File: src/rtl/option_dispatch.sv
// rtl/option_dispatch.sv - round-robin option packet dispatch to pricing engines and result merge
module option_dispatch #(
    parameter int NUM_ENGINES = 4,
    parameter int PKT_W       = 200,
    parameter int ID_W        = 32,
    parameter int PRICE_W     = 32
) (
    input  logic                             clk,
    input  logic                             rst,
    input  logic                             in_valid,
    output logic                             in_ready,
    input  logic [PKT_W-1:0]                 in_packet,
    output logic [NUM_ENGINES-1:0]           eng_start,
    output logic [PKT_W-1:0]                 eng_packet,
    input  logic [NUM_ENGINES-1:0]           eng_done,
    input  logic [NUM_ENGINES*PRICE_W-1:0]   eng_price,
    output logic                             res_valid,
    input  logic                             res_ready,
    output logic [ID_W-1:0]                  res_option_id,
    output logic [PRICE_W-1:0]               res_price,
    output logic [$clog2(NUM_ENGINES)-1:0]   res_engine,
    output logic [$clog2(NUM_ENGINES):0]     busy_count,
    output logic                             err_spurious
);

    localparam int IDX_W = $clog2(NUM_ENGINES);
    localparam int CNT_W = IDX_W + 1;

    localparam logic [1:0] S_IDLE = 2'd0;
    localparam logic [1:0] S_RUN  = 2'd1;
    localparam logic [1:0] S_HOLD = 2'd2;

    localparam logic [NUM_ENGINES-1:0] ONE_HOT0 = {{(NUM_ENGINES-1){1'b0}}, 1'b1};

    logic [1:0]         slot_state     [NUM_ENGINES];
    logic [1:0]         slot_state_nxt [NUM_ENGINES];
    logic [ID_W-1:0]    slot_id        [NUM_ENGINES];
    logic [PRICE_W-1:0] slot_price     [NUM_ENGINES];

    logic [IDX_W-1:0]       disp_ptr;
    logic [IDX_W-1:0]       res_ptr;
    logic [NUM_ENGINES-1:0] idle_vec;
    logic [NUM_ENGINES-1:0] run_vec;
    logic [NUM_ENGINES-1:0] hold_vec;
    logic [IDX_W-1:0]       grant_idx;
    logic [IDX_W-1:0]       src_idx;
    logic                   dispatch;
    logic                   out_load;
    logic                   spurious;

    // Increment a slot index, wrapping at NUM_ENGINES (which need not be a power of two).
    function automatic logic [IDX_W-1:0] wrap_inc(input logic [IDX_W-1:0] v);
        logic [IDX_W-1:0] r;
        if (v == IDX_W'(NUM_ENGINES - 1)) begin
            r = '0;
        end else begin
            r = v + 1'b1;
        end
        return r;
    endfunction

    // First set bit of req at or after ptr, wrapping; lowest set bit overall when none at/after ptr.
    function automatic logic [IDX_W-1:0] rr_pick(input logic [NUM_ENGINES-1:0] req,
                                                 input logic [IDX_W-1:0]       ptr);
        logic [IDX_W-1:0] hi_idx;
        logic [IDX_W-1:0] lo_idx;
        logic             hi_hit;
        hi_idx = '0;
        lo_idx = '0;
        hi_hit = 1'b0;
        for (int i = NUM_ENGINES - 1; i >= 0; i--) begin
            if (req[i]) begin
                lo_idx = IDX_W'(i);
                if (i >= int'(ptr)) begin
                    hi_idx = IDX_W'(i);
                    hi_hit = 1'b1;
                end
            end
        end
        return hi_hit ? hi_idx : lo_idx;
    endfunction

    // Slot status vectors, readiness and occupancy, all from registered slot state.
    always_comb begin
        idle_vec   = '0;
        run_vec    = '0;
        hold_vec   = '0;
        busy_count = '0;
        for (int k = 0; k < NUM_ENGINES; k++) begin
            idle_vec[k] = (slot_state[k] == S_IDLE);
            run_vec[k]  = (slot_state[k] == S_RUN);
            hold_vec[k] = (slot_state[k] == S_HOLD);
            if (slot_state[k] != S_IDLE) begin
                busy_count = busy_count + CNT_W'(1);
            end
        end
        in_ready = |idle_vec;
    end

    // Arbitration: which idle slot takes a new packet, which held result goes out.
    always_comb begin
        grant_idx = rr_pick(idle_vec, disp_ptr);
        src_idx   = rr_pick(hold_vec, res_ptr);
        dispatch  = in_valid & in_ready;
        out_load  = (|hold_vec) & (~res_valid | res_ready);
        spurious  = |(eng_done & ~run_vec);
    end

    // Per-slot state register.
    always_ff @(posedge clk or posedge rst) begin
        if (rst) begin
            for (int k = 0; k < NUM_ENGINES; k++) begin
                slot_state[k] <= S_IDLE;
            end
        end else begin
            for (int k = 0; k < NUM_ENGINES; k++) begin
                slot_state[k] <= slot_state_nxt[k];
            end
        end
    end

    // Per-slot next state: dispatch starts work, done parks the result, output load frees it.
    always_comb begin
        for (int k = 0; k < NUM_ENGINES; k++) begin
            slot_state_nxt[k] = slot_state[k];
            case (slot_state[k])
                S_IDLE: begin
                    if (dispatch && (grant_idx == IDX_W'(k))) begin
                        slot_state_nxt[k] = S_RUN;
                    end
                end
                S_RUN: begin
                    if (eng_done[k]) begin
                        slot_state_nxt[k] = S_HOLD;
                    end
                end
                S_HOLD: begin
                    if (out_load && (src_idx == IDX_W'(k))) begin
                        slot_state_nxt[k] = S_IDLE;
                    end
                end
                default: begin
                    slot_state_nxt[k] = S_IDLE;
                end
            endcase
        end
    end

    // Dispatch side: start pulse, registered packet copy, option_id tag capture.
    always_ff @(posedge clk or posedge rst) begin
        if (rst) begin
            disp_ptr   <= '0;
            eng_start  <= '0;
            eng_packet <= '0;
            for (int k = 0; k < NUM_ENGINES; k++) begin
                slot_id[k] <= '0;
            end
        end else begin
            eng_start <= '0;
            if (dispatch) begin
                disp_ptr           <= wrap_inc(grant_idx);
                eng_start          <= ONE_HOT0 << grant_idx;
                eng_packet         <= in_packet;
                slot_id[grant_idx] <= in_packet[PKT_W-1 -: ID_W];
            end
        end
    end

    // Capture engine prices on completion of running slots only.
    always_ff @(posedge clk or posedge rst) begin
        if (rst) begin
            for (int k = 0; k < NUM_ENGINES; k++) begin
                slot_price[k] <= '0;
            end
        end else begin
            for (int k = 0; k < NUM_ENGINES; k++) begin
                if (run_vec[k] && eng_done[k]) begin
                    slot_price[k] <= eng_price[k*PRICE_W +: PRICE_W];
                end
            end
        end
    end

    // Output register: refill from a held slot whenever empty or being consumed.
    always_ff @(posedge clk or posedge rst) begin
        if (rst) begin
            res_ptr       <= '0;
            res_valid     <= 1'b0;
            res_option_id <= '0;
            res_price     <= '0;
            res_engine    <= '0;
        end else begin
            if (out_load) begin
                res_valid     <= 1'b1;
                res_option_id <= slot_id[src_idx];
                res_price     <= slot_price[src_idx];
                res_engine    <= src_idx;
                res_ptr       <= wrap_inc(src_idx);
            end else if (res_ready) begin
                res_valid <= 1'b0;
            end
        end
    end

    // Sticky flag for completions arriving on slots that were not running.
    always_ff @(posedge clk or posedge rst) begin
        if (rst) begin
            err_spurious <= 1'b0;
        end else if (spurious) begin
            err_spurious <= 1'b1;
        end
    end

endmodule

File: config.mk
export PLATFORM = sky130hd
export DESIGN_NAME = option_dispatch
export DESIGN_NICKNAME = d
export VERILOG_FILES = /design/src/rtl/option_dispatch.sv
export SDC_FILE = /design/constraint.sdc
export NUM_CORES = 1
export LEC_CHECK = 0
export CAP_MARGIN = 0
export CORE_ASPECT_RATIO = 0.5
export CORE_MARGIN = 2
export CORE_UTILIZATION = 45
export CTS_BUF_LIST = sky130_fd_sc_hd__clkbuf_4 sky130_fd_sc_hd__clkbuf_8
export DETAILED_ROUTE_END_ITERATION = 8
export PLACE_DENSITY = 0.79
export SLEW_MARGIN = 30
export SYNTH_ARGS = -nofsm -noshare
export SYNTH_HDL_FRONTEND = slang
export SYNTH_SLANG_ARGS = --single-unit
File: constraint.sdc
create_clock -name clk -period 17.5 [get_ports clk]
set_input_delay 2.625 -clock clk [delete_from_list [all_inputs] [get_ports clk]]
set_output_delay 2.625 -clock clk [all_outputs]
set_load 0.01 [all_outputs]
## Yosys cells after proc, flatten, opt, wreduce, memory -nomap -nowiden

Cells that the tools add are included.

| storage, ports and cells | value |
|---|---|
| flip-flop bits (word level) | 540 |
| latch bits | 0 |
| memory bits (writable) | 0 |
| bits in read-only memories | 0 |
| input bits | 336 |
| memories kept | 0 |

| cells by class | value |
|---|---|
| $add $sub $neg | 5 |
| $mul | 0 |
| divide/modulo/power cells | 0 |
| $lt $le $gt $ge | 9 |
| equal/unequal tests | 26 |
| shifts and indexed selects | 1 |
| mux-type cells | 70 |
| bitwise gates (word level) | 8 |
| reductions and logical operators | 31 |

Operators with widths:

| operator | count |
|---|---|
| $mux 32 | 5 |
| $bmux 32 s2 | 2 |
| $bwmux 128 | 1 |
| $mux 2 | 36 |
| $demux 32 s2 | 1 |
| $pmux 2 s3 | 4 |
| $mux 1 | 17 |
| $eq 2x2->1 const B | 8 |
| $ne 2x1->1 const B | 8 |
| $logic_and 1x1->1 | 13 |
| $eq 2x1->1 const B | 6 |
| $logic_not 2->1 | 6 |
| $reduce_and 3->1 | 4 |
| $reduce_or 4->1 | 3 |
| $reduce_bool 2->1 | 5 |
| $add 3x1->3 const B | 3 |
| $mux 3 | 3 |
| $ge 1x2->1 const A | 4 |
| $ne 2x2->1 const B | 4 |
| $ge 3x3->1 const B | 2 |
| $not 2->3 | 2 |
| $add 2x1->2 const B | 2 |
| $and 4x4->4 | 1 |
| $ge 2x2->1 const A | 2 |
| other kinds (7) | 8 |

## Longest topological paths before layout

Gate-level depths: netlist of the first run.

| depth | value |
|---|---|
| word-level depth | 15 |
| gate-level depth with buffers | 12 |
| mapped depth without buffers | 10 |

## Least setup slack after synthesis of the first run

Ideal clock, no wire load.

| path | value |
|---|---|
| kind | register to output |
| from | register slot_state[4] (netlist name) |
| to | output port busy_count[1] |
| arrival | 1,769 ps |
| data required time | 14,875 ps |
| slack | 13,106 ps |
| stages on the path, launching flop included | 7 |
| buffers on the path | 0 |
| cells stage by stage | dfrtp_1 -> nor2_1 -> inv_1 -> ha_1 -> xnor2_1 -> ha_1 -> mux2_2 |

| between the ends | value |
|---|---|
| longest elaborated chain between the ends | 6 |

RTL lines:

| what | line | RTL |
|---|---|---|
| start: declaration | 35 | `logic [1:0] slot_state [NUM_ENGINES];` |
| start signal: indexed assignment | 117 | `slot_state[k] <= slot_state_nxt[k];` |
| $reduce_bool 2->1 * | 93 | `if (slot_state[k] != S_IDLE) begin` |
| $mux 3 * | 93 |  |
| $add 3x1->3 | 94 | `busy_count = busy_count + CNT_W'(1);` |
| $mux 3 * | 93 |  |
| $add 3x1->3 | 94 |  |
| $mux 3 * | 93 |  |
| end: declaration | 22 | `output logic [$clog2(NUM_ENGINES):0] busy_count,` |

Every way passes the cells marked *; elsewhere a longest branch is shown, timed or not.

## Final worst setup path of the first run

| path | value |
|---|---|
| from | register slot_state[4] (netlist name) |
| to | output port busy_count[2] |

Same word-level chain as after synthesis.

==> flow_metrics.py, run 1 <==
metrics = {
    "status": {
        "status": "finished clean",
    },
    "placement": {
        "dp_cells": 3147,
        "gp_congestion": 0.896,
        "dpl_worst_slack_ns": 11.17,
        "dpl.hpwl_um": 48800,
        "io_buffer_count": 611,
    },
    "pwr": {
        "seq_power_share": 0.380,
        "p_int_mw": 3.35,
        "p_leak_nw": 14.4,
        "p_sw_frac": 0.354,
        "power_frac_comb": 0.400,
        "pwr-share-clk": 0.220,
        "vdd_ir_drop_max_mv": 0.157,
        "power_density_nw_per_um2": 167,
        "netSwitchingPower_mw": 1.83,
    },
    "synthesis": {
        "yosysTopAreaCellShare": 0.598,
        "yosysMostFrequentCell": "nand2_1",
        "avgSynthCellArea_um2": 11.4,
        "synth_cell_type_count": 45,
        "synthesis.area_um2": 22600,
        "ys_seq_area_frac": 0.598,
        "syn-num-nets": 2336,
        "syn_inst": 1989,
        "async_reset_ff_frac": 1.00,
        "synth_seq_cells": 540,
        "synth_edf_count": 0,
        "yosysTopAreaCell": "dfrtp_1",
        "ys_warn_count": 0,
        "synthFlopType": "dfrtp_1",
        "synth_common_cells": "nand2_1 (695), dfrtp_1 (540), mux2_2 (225)",
        "synth_area_leaders": "dfrtp_1 (60%), nand2_1 (12%), mux2_2 (11%)",
    },
    "final_layout": {
        "final_nets": 2927,
        "multiInputGateArea_um2": 8470,
        "n_fill_cell": 3819,
        "fin_cells": 3293,
        "syn2layout_area_growth_pct": 37.4,
        "drive_gt1_frac": 0.158,
        "regArea_um2": 13500,
    },
    "clock_tree": {
        "clock_latency_ns": 0.65,
        "numCtsBuffers": 78,
        "cts-hold-fix-buffers": 0,
        "cts_root_buffer": "clkbuf_8",
        "cts_tree": "done",
        "cts.htree.levels": 3,
        "path_clk_slew_ns": 0.06,
        "cts_setup_buffers": 0,
        "cts_resized": 0,
        "cts.path.max_buffers": 3,
        "clock-sinks": 540,
    },
    "critical_path": {
        "critPathMaxStageDelay_ns": 0.64,
        "worstSetupStartpointType": "flop",
        "cp_slowest_cell": "clkdlybuf4s50_1",
        "path_class": "reg -> out",
        "rr_worst_depth": 9,
        "reg2reg_to": "slot_id[101]$_DFFE_PP0P_",
        "regToRegSetupSlack_ns": 12.93,
        "path_max_fanout": 4,
        "cp.arrival_ns": 3.28,
        "crit_top_cell": "ha_1",
        "worstPathCellList": "nor2_1, inv_1, ha_1, xnor2_1, ha_1, o21ai_0, xor2_1, clkdlybuf4s50_1",
        "worst-path-buf-inv": 2,
        "cp.required_ns": 14.88,
        "endpoint_kind": "output port",
        "rr_startpoint": "slot_state[4]$_DFFE_PP0P_",
        "critical_path.top_delay_family": "buffers and inverters",
    },
    "global_route": {
        "grt_usage": 0.271,
        "grt_max_degree": 102,
        "antenna_found_initial": 8,
        "grt_pass1_vias": 18146,
        "grt_pass1_wl_um": 109000,
        "grt.met2_usage": 0.459,
        "grt-ovfl-total": 0,
        "use_met3": 0.0491,
        "gr-usage-met1": 0.353,
        "busiest_layer": "met2",
    },
    "die": {
        "num_rows": 57,
        "die_w_um": 321,
        "die_y_um": 162,
        "core_region_area_um2": 49100,
        "initial_core_util": 0.461,
        "dieArea_um2": 52100,
        "ios": 612,
    },
    "sta": {
        "layout_worst_path_cycle_share": 0.337,
        "worst_slew_pin_slew_ns": 0.961,
        "rsz0062_at_grt": "no",
        "layout_setup_ws_ns": 11.60,
        "slew-limit-headroom": 0.359,
        "skew_ns": 0.0394,
        "hold_ws_ns": 0.471,
        "finalHoldViolCount": 0,
        "setup_viol": 0,
        "slew_violations": 0,
        "min_period_ns": 5.90,
        "clock.fmax_mhz": 169,
        "fin_setup_tns_ns": 0,
    },
    "routing": {
        "avgRoutedWirePerCell_um": 21.7,
        "routed_wirelength_um": 71300,
        "drt-initial-drc-count": 1316,
        "drc": 0,
        "drtPass1Iterations": 5,
        "final_antenna_net_count": 0,
        "num_vias": 17489,
        "viasPerCell": 5.31,
    },
    "run": {
        "maxCapViolCount": 0,
    },
    "worst_hold_path": {
        "whs_path_depth": 2,
        "whs_endpoint": "eng_packet[118]$_DFFE_PP0P_",
        "min_from": "eng_packet[118]$_DFFE_PP0P_",
        "worst_hold_path_type": "reg -> reg",
    },
}
-- worst reg2reg max path, delay by kind of cell (launching register included) --
| kind | cells | cell delay, ns |
|---|---|---|
| compound gates | 2 | 0.82 |
| fa+ha+maj | 1 | 0.26 |
| buf+inv | 3 | 1.15 |
| flops | 1 | 0.42 |
| mux | 1 | 0.59 |
| simple gates | 2 | 1.20 |
-- power groups by stage --
stage               sequential [mW]  clock, mW  combinational [mW]
floorplan                      1.98          0                1.29
global placement               1.96          0                2.02
detailed placement             1.98          0                2.07
CTS                            1.96       1.16                2.08
global route                   2.02       1.22                2.23
finish                         1.97       1.14                2.07
-- worst max-delay path by stage --
| stage | start | to | slack (ns) | cells after the start |
|---|---|---|---|---|
| after floorplan | rst | disp_ptr[0]$_DFFE_PP0P_ | 7.53 | 1 |
| final | slot_state[4]$_DFFE_PP0P_ | busy_count[2] | 11.60 | 8 |
| after global routing | slot_state[4]$_DFFE_PP0P_ | busy_count[2] | 11.36 | 8 |
| after detailed placement | rst | slot_price[85]$_DFFE_PP0P_ | 11.17 | 5 |
| after global placement | in_valid | slot_state[0]$_DFFE_PP0P_ | 10.75 | 6 |
| after CTS | slot_state[4]$_DFFE_PP0P_ | busy_count[2] | 11.57 | 8 |
-- registers in the layout, summed over array words and instances, names as in the netlist --
name,flops
res_valid,1
res_option_id,32
eng_start,4
eng_packet,200
slot_price,128
res_engine,2
err_spurious,1
disp_ptr,2
res_ptr,2
slot_state,8
slot_id,128
res_price,32
-- cell type report --
type / instances / area share
flip-flops and latches: 540 / 0.435
multi-input cells: 1306 / 0.273
well taps: 649 / 0.0262
diodes: 5 / 0.000403
inverters: 15 / 0.00210
clock buffers: 124 / 0.0518
clock inverters: 15 / 0.00576
repair buffers: 639 / 0.206
-- cells by family after synthesis --
family,Yosys count,share of synthesized area
and+or+nand+nor,776,0.138
xor gates and xnor gates,3,0.00116
DFF,540,0.598
muxes,349,0.169
buffers and inverters,143,0.0293
adders and majority gates,11,0.00609
AOI/OAI and AO/OA,167,0.0588
-- placed cells by master, fill, tap and decap left out, types with 3 or more instances in the layout --
master,n
dfrtp_1,540
nand4_1,41
clkdlybuf4s50_1,611
nand2_1,690
clkinvlp_4,4
inv_1,12
nor3_1,3
buf_4,21
buf_6,5
nor2_1,13
nand2b_1,4
o211ai_1,37
a211o_1,40
clkinv_2,4
nand3b_1,6
diode_2,5
ha_1,11
o221ai_1,24
bufinv_16,3
mux2_1,36
a21oi_1,6
mux2i_1,88
o31ai_1,40
mux2_2,225
nor2b_1,3
o211ai_2,3
clkbuf_4,16
o21ai_0,6
a21o_1,3
nand2_2,3
inv_6,5
clkbuf_8,108
-- per-layer routing --
layer / part of all wire / wire [µm] / up-vias
li1: - / - / 7918
met1: 0.42 / 29700 / 8953
met2: 0.50 / 36000 / 486
met3: 0.046 / 3300 / 130
met4: 0.032 / 2310 / 2
met5: 0.00024 / 17 / -
-- stage by stage --
stage / util / power, mW / area [µm²]
after floorplan: - / 3.27 / 22600
after detailed placement: 0.595 / 4.05 / 29200
final: 0.633 / 5.19 / 31000
after global placement: 0.594 / 3.98 / 29200
after global routing: 0.633 / 5.47 / 31000
after CTS: 0.631 / 5.21 / 31000
No activity file was read; power rests on OpenSTA's default activity.
==> run 2: changes to the inputs <==
==> constraint.sdc (replaced) <==
create_clock -name clk -period 4.82 [get_ports clk]
set_input_delay 0.723 -clock clk [delete_from_list [all_inputs] [get_ports clk]]
set_output_delay 0.723 -clock clk [all_outputs]
set_load 0.01 [all_outputs]
==> run 2 against run 1 <==
Wire length rose by 1.2%. Sequential power rose to 3.6 times the previous value. Clock power rose to 3.6 times the previous value. Final cell count rose by 0.33%. Combinational power rose to 3.7 times the previous value. Register-to-register slack got worse by 11 ns. Critical path type unchanged. Largest cell class unchanged. Highest routed layer is now met4.
==> flow_metrics.py, run 2 (synthesized netlist as in run 1, its figures left out) <==
metrics = {
    "critical_path": {
        "crit_top_cell": "ha_1",
        "critical_path.top_delay_family": "buffers and inverters",
        "worst-path-buf-inv": 2,
        "path_max_fanout": 4,
        "cp_slowest_cell": "clkdlybuf4s50_1",
        "worstPathCellList": "nor2_1, inv_1, ha_1, xnor2_1, ha_1, mux2_2, clkdlybuf4s50_1",
        "critPathMaxStageDelay_ns": 0.52,
        "path_class": "reg -> out",
        "endpoint_kind": "output port",
        "cp.arrival_ns": 3.10,
        "cp.required_ns": 4.10,
        "worstSetupStartpointType": "flop",
    },
    "sta": {
        "rsz0062_at_grt": "no",
        "slew-limit-headroom": 0.366,
        "skew_ns": 0.0457,
        "slew_violations": 0,
        "min_period_ns": 3.83,
        "layout_worst_path_cycle_share": 0.794,
        "worst_slew_pin_slew_ns": 0.951,
        "finalHoldViolCount": 0,
        "fin_setup_tns_ns": 0,
        "setup_viol": 0,
        "clock.fmax_mhz": 261,
    },
    "pwr": {
        "seq_power_share": 0.379,
        "pwr-share-clk": 0.219,
        "p_sw_frac": 0.354,
        "p_leak_nw": 14.5,
        "power_density_nw_per_um2": 607,
        "netSwitchingPower_mw": 6.70,
        "p_int_mw": 12.2,
        "vdd_ir_drop_max_mv": 0.474,
        "power_frac_comb": 0.402,
    },
    "die": {
        "die_y_um": 162,
        "die_w_um": 321,
        "dieArea_um2": 52100,
        "initial_core_util": 0.461,
        "num_rows": 57,
        "ios": 612,
        "core_region_area_um2": 49100,
    },
    "routing": {
        "drt-initial-drc-count": 1363,
        "avgRoutedWirePerCell_um": 21.8,
        "final_antenna_net_count": 0,
        "num_vias": 17526,
        "routed_wirelength_um": 72200,
        "drtPass1Iterations": 5,
        "drc": 0,
        "viasPerCell": 5.30,
    },
    "clock_tree": {
        "cts.htree.levels": 3,
        "clock_latency_ns": 0.66,
        "cts_root_buffer": "clkbuf_8",
        "path_clk_slew_ns": 0.07,
        "cts-hold-fix-buffers": 0,
        "cts_tree": "done",
        "cts.path.max_buffers": 3,
        "numCtsBuffers": 79,
        "clock-sinks": 540,
        "cts_resized": 0,
        "cts_setup_buffers": 0,
    },
    "final_layout": {
        "fin_cells": 3304,
        "n_fill_cell": 3772,
        "final_cell_mix": "nand2_1 (690), clkdlybuf4s50_1 (611), dfrtp_1 (540), mux2_2 (225), clkbuf_8 (109)",
        "reg_top3": "eng_packet (200), slot_id (128), slot_price (128)",
        "final_common_cell": "nand2_1",
        "syn2layout_area_growth_pct": 37.8,
        "final_nets": 2932,
        "design_area_um2": 31200,
        "drive_gt1_frac": 0.160,
        "largest-register": "eng_packet",
        "largest_reg_flops": 200,
    },
    "placement": {
        "gp_congestion": 0.873,
        "dpl.hpwl_um": 49200,
        "io_buffer_count": 611,
        "dp_cells": 3151,
        "placed_cell_area_um2": 29300,
    },
    "status": {
        "status": "finished clean",
    },
    "run": {
        "maxCapViolCount": 0,
    },
    "global_route": {
        "grt-ovfl-total": 0,
        "grt_pass1_vias": 17881,
        "grt_max_degree": 202,
        "grt_pass1_wl_um": 110000,
        "grt_usage": 0.273,
        "antenna_found_initial": 5,
    },
    "worst_hold_path": {
        "worst_hold_path_type": "reg -> reg",
    },
}
## run 2: cell count changes in the layout (fill, tap and decap cells not counted), moves of 3 or more
cell      change
buf_12        +6
buf_4         +3
buf_6         -5
clkbuf_4      +7
clkinv_2      +3
## run 2: per-layer routing
layer | track usage | vias up | share of wire
met5 | 0 | - | 0
met4 | 0.103 | 0 | 0.032
met3 | 0.0449 | 147 | 0.048
met2 | 0.453 | 553 | 0.50
met1 | 0.365 | 8898 | 0.42
li1 | - | 7928 | -
## run 2: worst register-to-register path: cells and delay by family, from the launching register on
kind,cells,cell delay [ns]
adders and majority gates,1,0.21
muxes,1,0.35
buffers and inverters,2,0.45
and+or+nand+nor,3,1.48
DFF,1,0.42
AOI/OAI and AO/OA,1,0.08
## run 2: final cells by class
class | count | area, µm² | area share
Antenna cell | 7 | 17.5 | 0.000562
Clock buffer | 132 | 1670 | 0.0537
Clock inverter | 12 | 120 | 0.00386
Inverter | 15 | 65.1 | 0.00209
Multi-Input combinational cell | 1306 | 8480 | 0.272
Sequential cell | 540 | 13500 | 0.434
Tap cell | 649 | 812 | 0.0261
Timing Repair Buffer | 643 | 6470 | 0.208
## run 2: worst paths after layout
kind	from	to	slack, ns	depth (start not counted)
min in group asynchronous	rst	eng_packet[85]$_DFFE_PP0P_	0.49	2
max reg2reg	slot_state[0]$_DFFE_PP0P_	slot_id[41]$_DFFE_PP0P_	1.69	8
max	slot_state[4]$_DFFE_PP0P_	busy_count[1]	0.99	7
min reg2reg	eng_packet[79]$_DFFE_PP0P_	eng_packet[79]$_DFFE_PP0P_	0.47	2
max in group asynchronous	rst	res_option_id[3]$_DFFE_PP0P_	3.02	4
min	eng_packet[79]$_DFFE_PP0P_	eng_packet[79]$_DFFE_PP0P_	0.47	2
## run 2: power by group through the flow
stage	Combinational, mW	Sequential (mW)	Clock (mW)
global route	8.18	7.33	4.43
global placement	7.40	7.11	0
finish	7.60	7.17	4.15
detailed placement	7.59	7.19	0
floorplan	4.67	7.20	0
CTS	7.62	7.14	4.21
## run 2: stage by stage
stage               utilization  power [mW]  hold slack [ns]  setup slack, ns
floorplan                     -        11.9            0.442            -3.25
detailed placement        0.597        14.8            0.461             1.68
finish                    0.635        18.9            0.473            0.995
global placement          0.597        14.5            0.456             1.69
global route              0.635        19.9            0.491            0.715
CTS                       0.633        19.0            0.469            0.940
==> run 3: changes to the inputs <==
==> constraint.sdc (replaced) <==
create_clock -name clk -period 3.4 [get_ports clk]
set_input_delay 0.51 -clock clk [delete_from_list [all_inputs] [get_ports clk]]
set_output_delay 0.51 -clock clk [all_outputs]
set_load 0.01 [all_outputs]
==> run 3 against run 2 <==
Sequential cell count unchanged. Register-to-register slack got worse by 1.0 ns. Combinational power increased by 46%. Worst hold slack got worse by 0.28 ns. Global-route usage increased by 0.22 points. Clock power increased by 39%.
==> flow_metrics.py, run 3 (synthesized netlist as in run 1, its figures left out) <==
metrics = {
    "critical_path": {
        "path_max_fanout": 4,
        "rr_worst_depth": 9,
        "cp_slowest_cell": "clkdlybuf4s50_1",
        "cp.required_ns": 2.89,
        "crit_top_cell": "xnor2_2",
        "endpoint_kind": "output port",
        "path_class": "reg -> out",
        "worstSetupStartpointType": "flop",
        "crit_cells": 6,
        "worst-path-buf-inv": 2,
        "worstPathCellList": "nor2_4, inv_1, ha_1, xnor2_2, xnor2_2, clkdlybuf4s50_1",
        "cp.arrival_ns": 2.85,
        "critical_path.top_delay_family": "buffers and inverters",
        "critPathMaxStageDelay_ns": 0.65,
    },
    "sta": {
        "layout_worst_path_cycle_share": 0.987,
        "hold_ws_ns": 0.194,
        "min_period_ns": 3.36,
        "finalHoldViolCount": 0,
        "clock.fmax_mhz": 298,
        "slew_violations": 0,
        "worst_slew_pin_slew_ns": 0.903,
        "skew_ns": 0.0315,
        "slew-limit-headroom": 0.398,
        "fin_setup_tns_ns": 0,
        "setup_viol": 0,
    },
    "final_layout": {
        "final_common_cell": "nand2_1",
        "syn2layout_area_growth_pct": 38.6,
        "final_nets": 2950,
        "final_cell_mix": "nand2_1 (690), clkdlybuf4s50_1 (609), dfrtp_1 (538), mux2_2 (225), clkbuf_8 (94)",
        "largest-register": "eng_packet",
        "largest_reg_flops": 200,
        "drive_gt1_frac": 0.167,
        "n_fill_cell": 3750,
        "design_area_um2": 31300,
        "postLayoutCoreUtil": 0.638,
        "reg_top3": "eng_packet (200), slot_id (128), slot_price (128)",
    },
    "clock_tree": {
        "cts_tree": "done",
        "clock-sinks": 540,
        "cts_root_buffer": "clkbuf_8",
        "cts.htree.levels": 3,
        "clock_latency_ns": 0.66,
        "path_clk_slew_ns": 0.07,
        "cts.path.max_buffers": 3,
        "numCtsBuffers": 79,
    },
    "global_route": {
        "grt-ovfl-total": 0,
        "grt_pass1_wl_um": 111000,
        "antenna_found_initial": 6,
        "grt_max_degree": 134,
        "grt_pass1_vias": 18339,
        "grt_usage": 0.275,
    },
    "routing": {
        "routed_wirelength_um": 72900,
        "final_antenna_net_count": 0,
        "wl_met3_um": 3730,
        "wl_met1_um": 30000,
        "num_vias": 17705,
        "topRoutingLayerUsed": "met5",
        "drc": 0,
        "wl_met2_um": 36900,
        "viasPerCell": 5.33,
        "drt-initial-drc-count": 1479,
        "avgRoutedWirePerCell_um": 22.0,
        "drtPass1Iterations": 5,
    },
    "pwr": {
        "p_sw_frac": 0.356,
        "netSwitchingPower_mw": 9.62,
        "pwr-share-clk": 0.214,
        "vdd_ir_drop_max_mv": 0.674,
        "power_density_nw_per_um2": 862,
        "p_int_mw": 17.4,
        "power_mw": 27.0,
        "power_frac_comb": 0.409,
        "p_leak_nw": 14.5,
        "seq_power_share": 0.377,
    },
    "placement": {
        "io_buffer_count": 611,
        "gp_congestion": 0.897,
        "placed_cell_area_um2": 29600,
        "dpl.hpwl_um": 50200,
    },
    "status": {
        "status": "finished clean",
    },
    "run": {
        "maxCapViolCount": 0,
    },
    "worst_hold_path": {
        "worst_hold_path_type": "in -> async",
    },
    "die": {
        "ios": 612,
        "num_rows": 57,
        "initial_core_util": 0.461,
        "die_w_um": 321,
        "dieArea_um2": 52100,
        "core_region_area_um2": 49100,
        "die_y_um": 162,
    },
}
-- run 3: worst paths after layout --
path,startpoint,end,slack (ns)
worst max-delay path,slot_state[4]$_DFFE_PP0P_,busy_count[0],0.04
worst min-delay path,rst,eng_packet[63]$_DFFE_PP0P_,0.19
worst max register to register,slot_state[3]$_DFFE_PP0P_,slot_id[106]$_DFFE_PP0P_,0.66
worst min register to register,eng_packet[87]$_DFFE_PP0P_,eng_packet[87]$_DFFE_PP0P_,0.47
max in group asynchronous,rst,slot_price[89]$_DFFE_PP0P_,2.15
min in group clk,in_packet[157],eng_packet[157]$_DFFE_PP0P_,0.39
-- run 3: layout make-up --
class / count / area (µm²) / share of cell area
repair buffers: 661 / 6700 / 0.214
multi-input cells: 1306 / 8490 / 0.271
clock buffers: 118 / 1470 / 0.0471
diodes: 7 / 17.5 / 0.000559
clock inverters: 23 / 241 / 0.00771
flip-flops and latches: 540 / 13500 / 0.432
well taps: 649 / 812 / 0.0259
inverters: 15 / 65.1 / 0.00208
-- run 3: repair_timing --
item | in CTS | in global routing
pin swaps | 0 | 1
gates cloned | 0 | 0
endpoints found under the setup margin | 3 | 3
hold buffers | 0 | 0
resized for setup | 5 | 4
setup buffers | 0 | 0
-- run 3: metrics by stage --
step,std cells,setup slack (ns)
global placement,3171,0.495
finish,3319,0.0426
floorplan,1989,-4.45
global route,3317,-0.0181
CTS,3312,0.0353
detailed placement,3171,0.483
-- run 3: power groups by stage --
stage	clock network [mW]	registers [mW]	logic (mW)
global placement	0	10.1	10.7
CTS	5.87	10.1	11.1
detailed placement	0	10.2	11.0
floorplan	0	10.2	6.62
finish	5.76	10.2	11.1
global route	6.17	10.4	11.8
-- run 3: layer usage --
metal | vias to the layer above | global-route usage
met5 | - | 0
met4 | 2 | 0.0975
met3 | 148 | 0.0458
met2 | 578 | 0.464
met1 | 8995 | 0.364
li1 | 7982 | -
-- run 3: worst reg2reg max path, stage by stage, from the launching register on --
cell,delay (ns)
dfrtp_1,0.48
nor2_1,0.14
a21oi_1,0.17
nor2_1,0.05
nor3_1,0.42
inv_1,0.14
ha_1,0.23
nand2_2,0.34
buf_12,0.27
mux2_2,0.38
